File: config.mk
export PLATFORM = sky130hd
export DESIGN_NAME = multicycle_control
export DESIGN_NICKNAME = d
export VERILOG_FILES = /design/src/rtl/multicycle_control.sv
export SDC_FILE = /design/constraint.sdc
export NUM_CORES = 1
export LEC_CHECK = 0
export ABC_AREA = 1
export BUFFER_PORTS_ARGS = -buffer_cell sky130_fd_sc_hd__buf_2
export CORE_MARGIN = 10
export CORE_UTILIZATION = 57
export DETAILED_ROUTE_END_ITERATION = 10
export PLACE_DENSITY = 0.85
export SLEW_MARGIN = 0
export SYNTH_ARGS = -nofsm -noshare
export SYNTH_HDL_FRONTEND = slang
export SYNTH_SLANG_ARGS = --single-unit
File: constraint.sdc
create_clock -name clk -period 3.8 [get_ports clk]
set_input_delay 0.76 -clock clk [delete_from_list [all_inputs] [get_ports clk]]
set_output_delay 0.76 -clock clk [all_outputs]
set_load 0.005 [all_outputs]
File: src/rtl/multicycle_control.sv
// multicycle_control
// Main controller for a multi-cycle MIPS core with a shared instruction/data
// memory. Walks each instruction through fetch, decode, execute, memory and
// write-back states, stalls on the memory ready handshake, and counts
// retired instructions.
//
// Control outputs are decoded from the state register. The FETCH strobes
// ir_write and pc_write are also qualified by mem_ready in the same cycle.
// Every output is gated by rst_n, so it drops to zero the moment reset is
// asserted, without waiting for a clock edge.
module multicycle_control #(
   parameter int CNT_W = 32
) (
   input  logic             clk,
   input  logic             rst_n,
   input  logic [5:0]       opcode,
   input  logic             mem_ready,
   output logic             pc_write,
   output logic             pc_write_cond,
   output logic [1:0]       pc_source,
   output logic             i_or_d,
   output logic             mem_read,
   output logic             mem_write,
   output logic             ir_write,
   output logic             reg_dst,
   output logic             mem_to_reg,
   output logic             reg_write,
   output logic             alu_src_a,
   output logic [1:0]       alu_src_b,
   output logic [1:0]       alu_op,
   output logic             illegal_op,
   output logic [3:0]       state,
   output logic [CNT_W-1:0] instr_count
);

   typedef enum logic [3:0] {
      S_FETCH    = 4'd0,
      S_DECODE   = 4'd1,
      S_MEM_ADDR = 4'd2,
      S_MEM_RD   = 4'd3,
      S_MEM_WB   = 4'd4,
      S_MEM_WR   = 4'd5,
      S_EXEC     = 4'd6,
      S_R_WB     = 4'd7,
      S_BRANCH   = 4'd8,
      S_JUMP     = 4'd9
   } state_t;

   localparam logic [5:0] OP_RTYPE = 6'd0;
   localparam logic [5:0] OP_J     = 6'd2;
   localparam logic [5:0] OP_BEQ   = 6'd4;
   localparam logic [5:0] OP_LW    = 6'd35;
   localparam logic [5:0] OP_SW    = 6'd43;

   localparam logic [1:0] PCSRC_ALU    = 2'b00;
   localparam logic [1:0] PCSRC_ALUOUT = 2'b01;
   localparam logic [1:0] PCSRC_JUMP   = 2'b10;

   localparam logic [1:0] SRCB_REG    = 2'b00;
   localparam logic [1:0] SRCB_FOUR   = 2'b01;
   localparam logic [1:0] SRCB_IMM    = 2'b10;
   localparam logic [1:0] SRCB_IMM_SH = 2'b11;

   localparam logic [1:0] ALU_ADD   = 2'b00;
   localparam logic [1:0] ALU_SUB   = 2'b01;
   localparam logic [1:0] ALU_FUNCT = 2'b10;

   localparam logic [CNT_W-1:0] CNT_ONE = {{(CNT_W-1){1'b0}}, 1'b1};

   logic [3:0]       state_r;
   logic [CNT_W-1:0] count_r;

   // True for the opcodes this controller knows how to sequence.
   function automatic logic op_is_legal(input logic [5:0] op);
      logic legal;
      case (op)
         OP_RTYPE, OP_J, OP_BEQ, OP_LW, OP_SW: legal = 1'b1;
         default:                              legal = 1'b0;
      endcase
      return legal;
   endfunction

   // State sequencing and the retired-instruction counter; a retire is every
   // entry into FETCH from a final instruction state.
   always_ff @(posedge clk or negedge rst_n) begin
      if (!rst_n) begin
         state_r <= S_FETCH;
         count_r <= '0;
      end else begin
         case (state_r)
            S_FETCH: begin
               if (mem_ready) begin
                  state_r <= S_DECODE;
               end else begin
                  state_r <= S_FETCH;
               end
            end
            S_DECODE: begin
               case (opcode)
                  OP_LW, OP_SW: state_r <= S_MEM_ADDR;
                  OP_RTYPE:     state_r <= S_EXEC;
                  OP_BEQ:       state_r <= S_BRANCH;
                  OP_J:         state_r <= S_JUMP;
                  default:      state_r <= S_FETCH;
               endcase
            end
            S_MEM_ADDR: begin
               if (opcode == OP_LW) begin
                  state_r <= S_MEM_RD;
               end else begin
                  state_r <= S_MEM_WR;
               end
            end
            S_MEM_RD: begin
               if (mem_ready) begin
                  state_r <= S_MEM_WB;
               end else begin
                  state_r <= S_MEM_RD;
               end
            end
            S_MEM_WB: begin
               state_r <= S_FETCH;
               count_r <= count_r + CNT_ONE;
            end
            S_MEM_WR: begin
               if (mem_ready) begin
                  state_r <= S_FETCH;
                  count_r <= count_r + CNT_ONE;
               end else begin
                  state_r <= S_MEM_WR;
               end
            end
            S_EXEC: begin
               state_r <= S_R_WB;
            end
            S_R_WB, S_BRANCH, S_JUMP: begin
               state_r <= S_FETCH;
               count_r <= count_r + CNT_ONE;
            end
            default: begin
               // Unused encodings recover to FETCH without retiring anything.
               state_r <= S_FETCH;
            end
         endcase
      end
   end

   // Moore decode of the control word; everything held at zero during reset.
   always_comb begin
      pc_write      = 1'b0;
      pc_write_cond = 1'b0;
      pc_source     = PCSRC_ALU;
      i_or_d        = 1'b0;
      mem_read      = 1'b0;
      mem_write     = 1'b0;
      ir_write      = 1'b0;
      reg_dst       = 1'b0;
      mem_to_reg    = 1'b0;
      reg_write     = 1'b0;
      alu_src_a     = 1'b0;
      alu_src_b     = SRCB_REG;
      alu_op        = ALU_ADD;
      illegal_op    = 1'b0;
      if (!rst_n) begin
         // Reset overrides every strobe, including the mem_ready-gated ones.
         illegal_op = 1'b0;
      end else begin
         case (state_r)
            S_FETCH: begin
               mem_read  = 1'b1;
               alu_src_b = SRCB_FOUR;
               ir_write  = mem_ready;
               pc_write  = mem_ready;
            end
            S_DECODE: begin
               alu_src_b  = SRCB_IMM_SH;
               illegal_op = ~op_is_legal(opcode);
            end
            S_MEM_ADDR: begin
               alu_src_a = 1'b1;
               alu_src_b = SRCB_IMM;
            end
            S_MEM_RD: begin
               mem_read = 1'b1;
               i_or_d   = 1'b1;
            end
            S_MEM_WB: begin
               mem_to_reg = 1'b1;
               reg_write  = 1'b1;
               reg_dst    = 1'b0;
            end
            S_MEM_WR: begin
               mem_write = 1'b1;
               i_or_d    = 1'b1;
            end
            S_EXEC: begin
               alu_src_a = 1'b1;
               alu_op    = ALU_FUNCT;
            end
            S_R_WB: begin
               reg_dst   = 1'b1;
               reg_write = 1'b1;
            end
            S_BRANCH: begin
               alu_src_a     = 1'b1;
               alu_op        = ALU_SUB;
               pc_write_cond = 1'b1;
               pc_source     = PCSRC_ALUOUT;
            end
            S_JUMP: begin
               pc_write  = 1'b1;
               pc_source = PCSRC_JUMP;
            end
            default: begin
               // Unused encodings drive nothing for their single cycle.
               pc_write = 1'b0;
            end
         endcase
      end
   end

   // Debug view of the state and the retired count.
   always_comb begin
      state       = state_r;
      instr_count = count_r;
   end

endmodule

==> results.md, run 1 <==
- Slew at the pin with the worst max-slew slack: ~450 ps
- H-tree depth: 2
- Top sig layer: met4
- Crit path DAT: between 1500 and 2000 ps
- Area grow syn2layout: 18.1%
- Buffers on Ports: 61
- DRC violations left: 0
- Setup Fix Bufs, Post-CTS: 0
- Post-CTS Resized: 0
- Reg2Reg Depth: 8
- First-pass GRT wire length: 10500 um
- Worst Skew: roughly 6.8 ps
- Vias per inst: ~5.2
- CP Cell Sequence: nor2_1 > inv_1 > nor2_1 > inv_1 > a21oi_1 > buf_2
- Clock-pin slew on the worst setup and hold paths: about 60 ps
- Cell Area, Synth: ~2300 um2
- Max-cap viol count: 0
- Kind of critical path: flip-flop to output port
- Syn Area/Cell: approximately 6.7 um2
- Max-slew headroom: 70.2%
- 1st-pass router iterations: 4
- Synth Register Bits: 36
- Met2 WL: between 2000 and 3000 um
- Latest clock arrival within the worst-skew pair: 290 ps
- Synth Instances: 350
- Post-route ant nets: 0
- Crit path buffers/inverters: 3
- Clk sinks: 36
- Worst r2r src: instr_count[1]
- Antenna violations before repair: 0
- Share of layout cells above drive strength 1: 20.2%
- CTS tree: built
- Max Slew Vio Count: 0
- CTS Hold Bufs: 0
- Setup violations, final: 0
- Final hold violations: 0
- Routed metal-1 wirelength: roughly 2600 um
- Setup_tns: 0 ps
- Total gr overflow: 0
- RR Endpoint: instr_count[30]
- Routed WL: 6010 um
- Crit share post-route: roughly two thirds
- FP Rows: 23
- Die Wd: 84.1 um
- CORE AREA: 3970 um2
- Fin Hold WS: ~520 ps
- Post-synth cell types: 24
- Root Driver: clkbuf_8
- Worst EP required: ~3000 ps
- Commonest non-fill, non-tap cell in the layout: nand2_1
- Nets@finish: 424
- RSZ-0062 raised after global routing: no
- Slowest stage delay, CP: ~420 ps
- DP Wirelength: 4730 um
- Slowest cell on the critical path: dfrtp_1
- CTS buffer count: 5
- I/O pins: 62
- CP startpoint kind: flip-flop
- Tmin final: 2470 ps
- GRT Resource Usage Total: between 10% and 20%
- Wire per inst: approximately 13 um
- VDD IR-drop max: approximately 160 uV
- Longest Clk Path Bufs: 2
- Reg2Reg Setup Slack: about 2100 ps
- Vias in the first global route: about 2300
- Synth warn: 0
- 1st-iter DRT viols: about 130
- Die area: 7060 um2
- Sequential share of the synthesized area: roughly 39%
- CP endpoint kind: output port
- FMAX: ~400 MHz
- Status: finished, final reports clean
- Most frequent cells in the layout: nand2_1 (125), buf_2 (61), nor2_1 (60)
- Largest net degree at the start of global routing: 37
- Hold WC Path Type: input port to async pin
- Power Dens Cells: about 300 nW/um2
- Die Ht: ~84 um
- RePlAce Congestion: ~0.91
- DR vias: around 2400
- Leakage: about 1.4 nW
- CP max FO: 6
- Ant. Diodes: 0
- Starting density of the core: 58.9%
- Syn Nets: 360
- Top delay family on crit path: simple AND/OR/NAND/NOR gates
- Routed length on met3: 341 um
sequential cells by signal, summed over array words and instances, names as in the netlist:
signal       cells
instr_count     32
state            4
cells in the mapped netlist:
cell,number,share of area (%)
nand2_1,125,20
nor2_1,60,9.6
dfrtp_1,36,39
inv_1,35,5.6
nand3_1,21,4.5
nand4_1,13,3.5
xor2_1,9,3.4
xnor2_1,8,3.0
nor2_2,7,1.9
a21oi_1,6,1.3
nor3_1,6,1.3
nand2_2,4,1.1
nand3b_1,4,1.3
inv_2,3,0.48
buf_4,2,0.64
buf_6,2,0.96
o211ai_1,2,0.64
a31oi_1,1,0.27
clkbuf_1,1,0.16
ha_1,1,0.53
inv_4,1,0.27
nand2_4,1,0.48
o2111ai_1,1,0.37
o21ai_1,1,0.21
stage by stage:
step	std cells	worst slack, ps	power, mW	area [um2]	utilization (%)
floorplan	350	1620	0.519	2340	-
CTS	465	1330	0.859	2760	69.6
global placement	457	1530	0.577	2670	67.3
detailed placement	457	1500	0.581	2670	67.3
finish	465	1330	0.852	2760	69.6
global route	465	1120	0.895	2760	69.6
layer usage:
| metal | track usage, % | up-vias |
|---|---|---|
| li1 | - | 1220 |
| met2 | 29.5 | 68 |
| met3 | 4.88 | 12 |
| met5 | 0 | - |
| met4 | 6.39 | 0 |
| met1 | 19.8 | 1128 |
logic make-up (layout without fill, tap and decap cells):
logic type	count (synthesis)	in the layout	share of synthesized area (%)
AO/OA/AOI/OAI	11	11	2.78
XOR/XNOR	17	17	6.37
adder cells (fa/ha/maj)	1	1	0.535
buffers and inverters	44	109	8.13
flip-flops	36	36	38.5
AND/OR/NAND/NOR	241	241	43.7
where the power goes:
part           total [mW]  leakage [nW]  switching, mW  internal [mW]
Clock               0.280        0.0455          0.132          0.148
Sequential          0.440         0.489         0.0320          0.408
Combinational       0.131         0.894         0.0763         0.0547
worst max-delay path by stage:
| stage | start | endpoint | slack [ps] | cells after the start |
|---|---|---|---|---|
| 6_report | state[3] | mem_read | 1330 | 6 |
| 5_1_grt | state[3] | mem_read | 1120 | 6 |
| 4_1_cts | state[3] | mem_read | 1330 | 6 |
| 3_5_place_dp | rst_n | illegal_op | 1500 | 6 |
| 3_3_place_gp | rst_n | illegal_op | 1530 | 6 |
| 2_1_floorplan | rst_n | pc_source[0] | 1620 | 4 |
worst register-to-register path: stages (launching register included):
cell and delay [ps]:
dfrtp_1 420, ha_1 210, nand3_1 150, inv_1 150, nand2_1 160, nor2_2 290, nand3_1 130, nand2_1 80
nand2_1 40
layout make-up:
| class | count | area [um2] |
|---|---|---|
| repair buffers | 62 | 313 |
| flip-flops and latches | 36 | 901 |
| well taps | 50 | 62.6 |
| inverters | 39 | 149 |
| clock buffers | 8 | 90.1 |
| multi-input cells | 270 | 1250 |
| fillers | 357 | 1210 |
Note: power is estimated with default switching activity, not from simulation.
==> inputs of run 2 (changes only) <==
--- a/config.mk
+++ b/config.mk
@@ -8,9 +8,9 @@
 export ABC_AREA = 1
 export BUFFER_PORTS_ARGS = -buffer_cell sky130_fd_sc_hd__buf_2
 export CORE_MARGIN = 10
-export CORE_UTILIZATION = 57
+export CORE_UTILIZATION = 53
 export DETAILED_ROUTE_END_ITERATION = 10
-export PLACE_DENSITY = 0.85
+export PLACE_DENSITY = 0.8
 export SLEW_MARGIN = 0
 export SYNTH_ARGS = -nofsm -noshare
 export SYNTH_HDL_FRONTEND = slang
==> constraint.sdc (replaced) <==
create_clock -name clk -period 2.4 [get_ports clk]
set_input_delay 0.48 -clock clk [delete_from_list [all_inputs] [get_ports clk]]
set_output_delay 0.48 -clock clk [all_outputs]
set_load 0.005 [all_outputs]
==> run 2 against run 1 <==
  * Via count is the same
  * Power grew 59%
  * Critical path depth is the same
  * Die area grew 5.7%
  * Count of clock-buffer cells in the layout shrank 2
  * Global-route usage shrank 0.63 points
  * Cell count grew 0.65%
  * Non-clock buffer count grew 1
  * Combinational power grew 62%
  * Sequential cell count is the same
==> results.md, run 2 (synthesized netlist as in run 1, its figures left out) <==
- Post-route ant nets: 0 (unchanged)
- Tmin final: 2120 ps
- Clk sinks: 36 (unchanged)
- Buffers on Ports: 61 (unchanged)
- Post-CTS Resized: 0 (unchanged)
- DP Area: 2680 um2 (+0.37%)
- 1st-iter DRT viols: 156 (+18%)
- Die area: 7470 um2 (+5.7%)
- VDD IR-drop max: 273 uV (+70%)
- Commonest non-fill, non-tap cell in the layout: nand2_1
- CTS buffer count: 5 (unchanged)
- Antenna violations before repair: 0 (unchanged)
- CP endpoint kind: output port
- Largest net degree at the start of global routing: 37 (unchanged)
- Longest Clk Path Bufs: 2 (unchanged)
- Kind of critical path: flip-flop to output port
- Power Total: 1.36 mW (+59%)
- Met2 WL: 2990 um (+1.8%)
- Worst EP required: 1920 ps (-1120 ps)
- H-tree depth: 2 (unchanged)
- Wire per inst: 13.2 um (+1.8%)
- Vias per inst: 5.19 (-0.64%)
- Status: finished, final reports clean
- Max Slew Vio Count: 0 (unchanged)
- Vias in the first global route: 2224 (-4.8%)
- Max-slew headroom: 69.2% (-1.0 points)
- Power Dens Cells: 489 nW/um2 (+59%)
- Setup_tns: 0 ps (unchanged)
- Crit path buffers/inverters: 3 (unchanged)
- Top sig layer: met4
- Area grow syn2layout: 18.7%
- Routed WL: 6160 um (+2.4%)
- Slew at the pin with the worst max-slew slack: 462 ps (+15.5 ps)
- DR vias: 2428 (unchanged)
- Starting density of the core: 54.1% (-4.8 points)
- CP Cell Sequence: nor2_1 > inv_1 > nor2_1 > inv_1 > a21oi_1 > buf_2
- Routed length on met3: 516 um (+51%)
- RSZ-0062 raised after global routing: no
- Fin Hold WS: 246 ps (-279 ps)
- Fin util: 64.2% (-5.4 points)
- Max reg flops: 32 (unchanged)
- RePlAce Congestion: 0.891 (-2.0%)
- Crit share post-route: around 90%
- Worst Skew: 10.9 ps (+4.13 ps)
- I/O pins: 62 (unchanged)
- Die Ht: 86.4 um (+2.8%)
- Setup violations, final: 0 (unchanged)
- Most frequent cells in the layout: nand2_1 (125), buf_2 (61), nor2_1 (60)
- DP Wirelength: 4840 um (+2.3%)
- CORE AREA: 4320 um2 (+8.9%)
- Total gr overflow: 0 (unchanged)
- CTS Hold Bufs: 0 (unchanged)
- FP Rows: 24 (+4.3%)
- Slowest stage delay, CP: 430 ps (about the same)
- Final Instance Area: 2780 um2 (+0.45%)
- CP max FO: 6 (unchanged)
- Leakage: 1.44 nW (+0.72%)
- Setup Fix Bufs, Post-CTS: 0 (unchanged)
- CP startpoint kind: flip-flop
- Hold WC Path Type: input port to async pin
- Max-cap viol count: 0 (unchanged)
- Routed metal-1 wirelength: 2600 um (-1.7%)
- Nets@finish: 425 (+0.24%)
- Top delay family on crit path: simple AND/OR/NAND/NOR gates
- Final hold violations: 0 (unchanged)
- CTS tree: built
- Die Wd: 86.4 um (+2.8%)
- First-pass GRT wire length: 10400 um (-1.0%)
- FMAX: around 470 MHz
- GRT Resource Usage Total: 16.7% (-0.63 points)
- Latest clock arrival within the worst-skew pair: 290 ps (about the same)
- Clock-pin slew on the worst setup and hold paths: 80 ps (+20 ps)
- 1st-pass router iterations: 5 (+1)
- Filler cells: 430 (+20%)
- DRC violations left: 0 (unchanged)
- Ant. Diodes: 0 (unchanged)
- Slowest cell on the critical path: dfrtp_1
- Share of layout cells above drive strength 1: 20.9% (+0.67 points)
- Root Driver: clkbuf_8
- Crit path DAT: 1640 ps (-70 ps)
## run 2: final timing paths
kind                                      from         endpoint  slack, ps  cells after the start
worst min register to register  instr_count[4]   instr_count[4]        510                      1
worst max register to register        state[1]  instr_count[16]        680                      8
min in group clk                     mem_ready         state[2]        460                      3
worst min-delay path                     rst_n  instr_count[30]        250                      2
worst max-delay path                  state[2]         mem_read        280                      6
max in group asynchronous                rst_n  instr_count[17]       1830                      2
## run 2: through the flow
step	worst slack, ps	instances
floorplan	779	350
global placement	649	460
detailed placement	607	460
CTS	289	468
global route	65.6	468
finish	278	468
## run 2: routing by layer
| metal | global-route usage (%) | vias up |
|---|---|---|
| li1 | - | 1223 |
| met1 | 20.6 | 1108 |
| met2 | 28.1 | 89 |
| met3 | 3.56 | 8 |
| met4 | 5.30 | 0 |
| met5 | 0 | - |
## run 2: layout make-up
| cell class | count | area [um2] | area share (%) |
|---|---|---|---|
| clock buffers | 6 | 82.6 | 2.98 |
| flip-flops and latches | 36 | 901 | 32.5 |
| well taps | 52 | 65.1 | 2.34 |
| inverters | 39 | 149 | 5.37 |
| clock inverters | 2 | 10.0 | 0.361 |
| repair buffers | 63 | 320 | 11.5 |
| multi-input cells | 270 | 1250 | 45.0 |
## run 2: power breakdown
group / switching [mW] / internal (mW)
Sequential: 0.0525 / 0.646
Clock: 0.218 / 0.229
Combinational: 0.123 / 0.0882
Total: 0.393 / 0.964
